File: src/rtl/gcd_job_dispatcher.sv
// Operand FIFO plus single-job issue FSM feeding a GCD engine.
// Results land in a valid/ready register; a watchdog drops hung jobs.
module gcd_job_dispatcher #(
    parameter int WIDTH   = 4,
    parameter int DEPTH   = 4,
    parameter int TIMEOUT = 64
) (
    input  logic                     clk_i,
    input  logic                     rst_i,
    input  logic                     in_valid_i,
    output logic                     in_ready_o,
    input  logic [WIDTH-1:0]         in_a_i,
    input  logic [WIDTH-1:0]         in_b_i,
    output logic [WIDTH-1:0]         op_a_o,
    output logic [WIDTH-1:0]         op_b_o,
    output logic                     req_o,
    input  logic                     busy_i,
    input  logic                     valid_i,
    input  logic [WIDTH-1:0]         result_i,
    output logic                     out_valid_o,
    input  logic                     out_ready_i,
    output logic [WIDTH-1:0]         out_result_o,
    output logic [$clog2(DEPTH):0]   level_o,
    output logic                     timeout_o
);

    localparam int AW = $clog2(DEPTH);
    localparam int LW = AW + 1;
    localparam int CW = $clog2(TIMEOUT);

    typedef enum logic [1:0] {IDLE, ISSUE, WAIT} state_e;

    state_e               state_q, state_d;
    logic [AW-1:0]        wr_ptr_q, rd_ptr_q;
    logic [LW-1:0]        level_q, level_d;
    logic [WIDTH-1:0]     op_a_q, op_a_d, op_b_q, op_b_d;
    logic [WIDTH-1:0]     res_q, res_d;
    logic                 out_valid_q, out_valid_d;
    logic                 timeout_q, timeout_d;
    logic [CW-1:0]        wd_q, wd_d;
    logic [2*WIDTH-1:0]   mem_q [DEPTH];
    logic [2*WIDTH-1:0]   head;
    logic                 push, pop;

    assign in_ready_o   = level_q < LW'(DEPTH);
    assign push         = in_valid_i && in_ready_o;
    assign pop          = (state_q == IDLE) && (level_q != '0)
                          && !busy_i && !out_valid_q;
    assign head         = mem_q[rd_ptr_q];
    assign level_d      = level_q + LW'(push) - LW'(pop);

    assign req_o        = state_q == ISSUE;
    assign op_a_o       = op_a_q;
    assign op_b_o       = op_b_q;
    assign out_valid_o  = out_valid_q;
    assign out_result_o = res_q;
    assign level_o      = level_q;
    assign timeout_o    = timeout_q;

    // Storage needs no reset; only the pointers/level define validity.
    always_ff @(posedge clk_i) begin
        if (push) mem_q[wr_ptr_q] <= {in_a_i, in_b_i};
    end

    always_comb begin
        state_d     = state_q;
        op_a_d      = op_a_q;
        op_b_d      = op_b_q;
        res_d       = res_q;
        wd_d        = wd_q;
        timeout_d   = timeout_q;
        out_valid_d = out_valid_q && !out_ready_i;
        unique case (state_q)
            IDLE: begin
                if (pop) begin
                    op_a_d  = head[2*WIDTH-1:WIDTH];
                    op_b_d  = head[WIDTH-1:0];
                    state_d = ISSUE;
                end
            end
            ISSUE: begin
                wd_d    = '0;
                state_d = WAIT;
            end
            WAIT: begin
                if (valid_i) begin
                    res_d       = result_i;
                    out_valid_d = 1'b1;
                    state_d     = IDLE;
                end else if (wd_q == CW'(TIMEOUT - 1)) begin
                    timeout_d = 1'b1;
                    state_d   = IDLE;
                end else begin
                    wd_d = wd_q + CW'(1);
                end
            end
            default: state_d = IDLE;
        endcase
    end

    always_ff @(posedge clk_i) begin
        if (rst_i) begin
            state_q     <= IDLE;
            wr_ptr_q    <= '0;
            rd_ptr_q    <= '0;
            level_q     <= '0;
            op_a_q      <= '0;
            op_b_q      <= '0;
            res_q       <= '0;
            out_valid_q <= 1'b0;
            timeout_q   <= 1'b0;
            wd_q        <= '0;
        end else begin
            state_q     <= state_d;
            level_q     <= level_d;
            op_a_q      <= op_a_d;
            op_b_q      <= op_b_d;
            res_q       <= res_d;
            out_valid_q <= out_valid_d;
            timeout_q   <= timeout_d;
            wd_q        <= wd_d;
            if (push) wr_ptr_q <= wr_ptr_q + AW'(1);
            if (pop)  rd_ptr_q <= rd_ptr_q + AW'(1);
        end
    end

endmodule

File: config.mk
export PLATFORM = sky130hd
export DESIGN_NAME = gcd_job_dispatcher
export DESIGN_NICKNAME = d
export VERILOG_FILES = /design/src/rtl/gcd_job_dispatcher.sv
export SDC_FILE = /design/constraint.sdc
export NUM_CORES = 1
export LEC_CHECK = 0
export BUFFER_PORTS_ARGS = -buffer_cell sky130_fd_sc_hd__buf_2
export CAP_MARGIN = 15
export CELL_PAD_IN_SITES_DETAIL_PLACEMENT = 0
export CELL_PAD_IN_SITES_GLOBAL_PLACEMENT = 1
export CORE_MARGIN = 5
export CORE_UTILIZATION = 49
export CTS_CLUSTER_DIAMETER = 80
export CTS_CLUSTER_SIZE = 28
export DETAILED_ROUTE_END_ITERATION = 8
export PLACE_DENSITY = 0.8
export SYNTH_ARGS = -nofsm -noshare
export SYNTH_HDL_FRONTEND = slang
export SYNTH_SLANG_ARGS = --single-unit
File: constraint.sdc
create_clock -name clk_i -period 3.75 [get_ports clk_i]
set_input_delay 0.75 -clock clk_i [delete_from_list [all_inputs] [get_ports clk_i]]
set_output_delay 0.75 -clock clk_i [all_outputs]
set_load 0.05 [all_outputs]
---- Word level (Yosys, flattened, before mapping) ----
Memory sizes are Yosys's and may differ from the RTL's. A register that Yosys moved wholly into a read port is not among the register bits.
Index checks and enable logic that the tools add are counted.
operators by class
  order comparisons ....................... 1
  eq/ne operators ......................... 7
  add/subtract/negate cells ............... 5
  multiplexer cells ....................... 11
  reductions and logical operators ........ 16
  bitwise logic cells ..................... 1
operators by type and width
  operator                                           number
  2-to-1 mux 6 bit                                   2
  one-hot mux 6 bit (2 select lines)                 1
  adder 6 x 1 -> 6 bit, second input constant        1
  == test 6 bit, second input constant               1
  2-to-1 mux 2 bit                                   3
  != test 2 bit, second input constant               3
  one-hot mux 2 bit (3 select lines)                 1
  AND reduction 2 bit                                3
  AND reduction 3 bit                                2
  logical AND 1 bit                                  5
  adder 2 x 1 -> 2 bit, second input constant        2
  2-to-1 mux 1 bit                                   4
  adder 3 x 1 -> 3 bit                               1
  logical NOT 1 bit                                  3
  less-than comparator 3 bit, second input constant  1
  != test 3 bit, second input constant               1
  nonzero test 3 bit                                 1
  subtractor 3 x 1 -> 3 bit                          1
  == test 2 x 1 -> 1 bit, second input constant      1
  == test 2 bit, second input constant               1
  logical NOT 2 bit                                  1
  nonzero test 2 bit                                 1
  NOT 1 bit                                          1
word-level totals
  memory bits (writable) .................. 32
  register bits after elaboration ......... 21
  memories kept ........................... 1
memories
  memory  words  width  rd ports  clocked after memory_dff  wr ports  RTL line  source
  mem_q   4      8      1         1                         1         41        logic [2*WIDTH-1:0] mem_q [DEPTH];

---- Depth between registers and ports, before layout ----
  depth in word-level cells ............... 6
  gate-level depth with buffers ........... 12
  mapped depth without buffers ............ 11

---- Least setup slack after synthesis ----
No wires, ideal clock.
  kind .................................... reg-to-reg
  start point ............................. register level_q[2] (netlist: level_o[2])
  end point ............................... register level_q[2] (netlist: level_o[2])
  slack ................................... 1.175 ns
  period minus slack after synthesis ...... 2.575 ns
  stages on the path, launching flop included .. 12
  data arrival time ....................... 2.447 ns
  buffers on the path ..................... 1
  path through ............................ dfxtp_1 or3_4 nand3_4 buf_8 inv_1 ha_1 inv_1 ha_1 fa_1 xnor2_1 xnor2_1 nor2_1
between the ends
  word-level cells in the longest chain between the ends .. 5
  elaborated cells on any way between the ends .. 8
  those cells by class .................... add/sub (2); order compare (1); reduce/logical (5)
ends and longest elaborated chain
  element                          RTL line  source
  start, declared                  35        logic [LW-1:0] level_q, level_d;
  start signal, assigned           115       level_q <= level_d;
  nonzero test 3 bit               47        assign pop = (state_q == IDLE) && (level_q != '0)
  logical AND 1 bit                47
  logical AND 1 bit (2 in series)  48        && !busy_i && !out_valid_q;
  net pop                          43        logic push, pop;
  subtractor 3 x 1 -> 3 bit        50        assign level_d = level_q + LW'(push) - LW'(pop);
The timed path passes the listed nets, and every way through them passes these cells.
A chain may end at the register's enable or synchronous reset.

---- Worst setup path in the final report ----
Same ends and word-level chain as after synthesis.

==> results_dict.tcl <==
set metrics [dict create \
    status "complete, no violations" \
    routed_wl_um 4445 \
    dp.cells 295 \
    required_ns 3.95 \
    crit_arrival_ns 2.66 \
    reg2reg_slack_ns 1.29 \
    nets 266 \
    worst_slew_pin_slew_ns 0.6360 \
    p_per_area_nw_per_um2 692.3 \
    fp.dieH_um 82.70 \
    rows 26 \
    place_area_um2 2810 \
    insertion_delay_ns 0.33 \
    area_delta_synth_final_pct 15.02 \
    final_common_cell "buf_2" \
    clock_skew_ns 0.008610 \
    hold_buffers 0 \
    post_cts_resized 0 \
    gp_congestion 0.7101 \
    grt_pass1_vias 1542 \
    initial_core_util_pct 50.71 \
    die_w_um 82.70 \
    grt_use_total_pct 14.75 \
    stdcell_count 311 \
    antenna_found_initial 0 \
    detail-route-antenna-nets 0 \
    grt_first_pass_wirelength_um 7265 \
    maxCapViolations 0 \
    period_minus_slack_ns 2.458 \
    cts_setup_buffers 0 \
    vias 1543 \
    final_area_um2 2979 \
    min_period_over_period_pct 65.55 \
    finalMaxSlewViolations 0 \
    report.final.setup_viol 0 \
    vdd_drop_max_uv 364.9 \
    ys_seq_area_share_pct 59.52 \
    fin_tns_setup_ns 0 \
    grt-ovfl-total 0 \
    rsz0062_at_grt "false" \
    dp_hpwl_um 3061 \
    synth_seq_cells 61 \
    drc 0 \
    insertedDiodeCount 0 \
    cts_tree "built" \
    drtPass1Iterations 4 \
    drt_iter0_markers 61 \
    clock.fmax_mhz 406.8 \
    start_kind "flip-flop" \
    via_per_inst 4.961 \
    clockBufferDepth 2 \
    syn_avg_cell_area_um2 13.08 \
    path_clk_slew_ns 0.07 \
    layout_common_cells "36 x buf_2, 32 x edfxtp_1, 29 x dfxtp_1, 19 x nor2_1, 13 x inv_1" \
    path_max_fanout 11 \
    htree_levels 3 \
    io_pins 37 \
    die-area_um2 6839 \
    core_um2 5107 \
    port_buffers 36 \
    synth_warnings 0 \
    hold_class "reg -> reg" \
    synthCells 198 \
    synth_area_um2 2590 \
    numCtsBuffers 9 \
    wire_per_inst_um 14.29 \
    finalHoldViolations 0 \
    syn-num-nets 228 \
    fill_cells 419 \
    leakage_nw 1.175 \
    cts_sinks 61 \
    slew_headroom_pct 57.54 \
    crit_type "reg -> reg" \
    grt_max_degree 34 \
    end_kind "flip-flop" \
    clk_root_buffer_cell "clkbuf_8" \
    drive_above_1_share_pct 26.56 \
    ys_types 37 \
]
## stage by stage
stage          worst slack, ns  utilization [%]  power, W  hold WS, ns
2_1_floorplan            1.175                -  0.001467       0.4647
3_3_place_gp             1.061            55.02  0.001579       0.4424
3_5_place_dp            0.9667            55.02  0.001585       0.4512
4_1_cts                  1.269            58.33  0.002087       0.4603
5_1_grt                  1.149            58.33  0.002198       0.4928
6_report                 1.292            58.33  0.002062       0.4546
## cell usage after synthesis (all sizes together)
master	instances	area (um^2)
and2	6	37.54
o21ai	1	5.000
nand2	9	41.29
mux2i	10	100.1
xnor2	3	26.28
o211ai	1	7.510
dfxtp	29	580.6
o32ai	1	8.760
or3	1	11.26
mux4	8	180.2
nand3	8	57.56
a21oi	9	45.04
or2	2	15.02
xor2	2	17.52
nor2	19	71.32
and3	1	6.260
nand4	2	12.51
a211oi	2	15.01
clkbuf	6	23.77
o31ai	2	15.01
a32oi	1	27.53
ha	11	137.6
fa	1	20.02
nor2b	3	18.77
a31oi	4	25.02
o22ai	1	6.260
nand2b	7	43.79
inv	13	48.80
buf	3	23.76
edfxtp	32	960.9
## worst max-delay path, stage by stage (launching register included)
cell,delay [ns]
dfxtp_1,0.35
or3_4,0.42
nand3_4,0.22
inv_1,0.08
ha_1,0.28
inv_1,0.04
ha_1,0.18
fa_1,0.37
xnor2_1,0.20
xnor2_1,0.14
nor2_1,0.05
## routing by layer
metal  track usage, %  share of wire, %  up-vias
li1                 -                 -      779
met1            18.50                43      717
met2            22.76                50       45
met3            4.555               7.4        2
met4            8.007              0.31        0
met5                0                 0        -
## worst paths after layout
check	cells after the start	start	end
worst max-delay path	10	level_o[2]	level_o[2]
worst min-delay path	2	out_result_o[0]	out_result_o[0]
worst max register to register	10	level_o[2]	level_o[2]
worst min register to register	2	out_result_o[0]	out_result_o[0]
## cells by family after synthesis
| family | after synthesis | synth area share (%) |
|---|---|---|
| DFF | 61 | 59.52 |
| buffers and inverters | 22 | 3.719 |
| muxes | 18 | 10.82 |
| adders and majority gates | 12 | 6.087 |
| xor gates and xnor gates | 5 | 1.691 |
| AOI/OAI and AO/OA | 22 | 5.990 |
| and+or+nand+nor | 58 | 12.17 |
## flip-flops by register name, indices dropped and copies added (netlist names), 2 cells and up
| register | flops |
|---|---|
| rd_ptr_q | 2 |
| wd_q | 6 |
| op_a_o | 4 |
| wr_ptr_q | 2 |
| op_b_o | 4 |
| state_q | 2 |
| level_o | 3 |
| mem_q | 32 |
| out_result_o | 4 |
## final cells by class
| type | instances | area (um^2) | area share (%) |
|---|---|---|---|
| inverters | 13 | 48.80 | 1.638 |
| repair buffers | 36 | 180.2 | 6.048 |
| clock inverters | 5 | 27.53 | 0.9240 |
| clock buffers | 11 | 141.4 | 4.746 |
| multi-input cells | 115 | 952.2 | 31.96 |
| flip-flops and latches | 61 | 1541 | 51.74 |
| well taps | 70 | 87.58 | 2.940 |
## report_power, final
part | total (W) | internal, W | switching, W | leakage, nW
combinational | 0.000689 | 0.000271 | 0.000419 | 0.566
clock | 0.000500 | 0.000252 | 0.000248 | 0.0804
sequential | 0.000874 | 0.000798 | 0.0000757 | 0.529
total | 0.00206 | 0.00132 | 0.000742 | 1.18
Power figures use the tool's default switching activity.
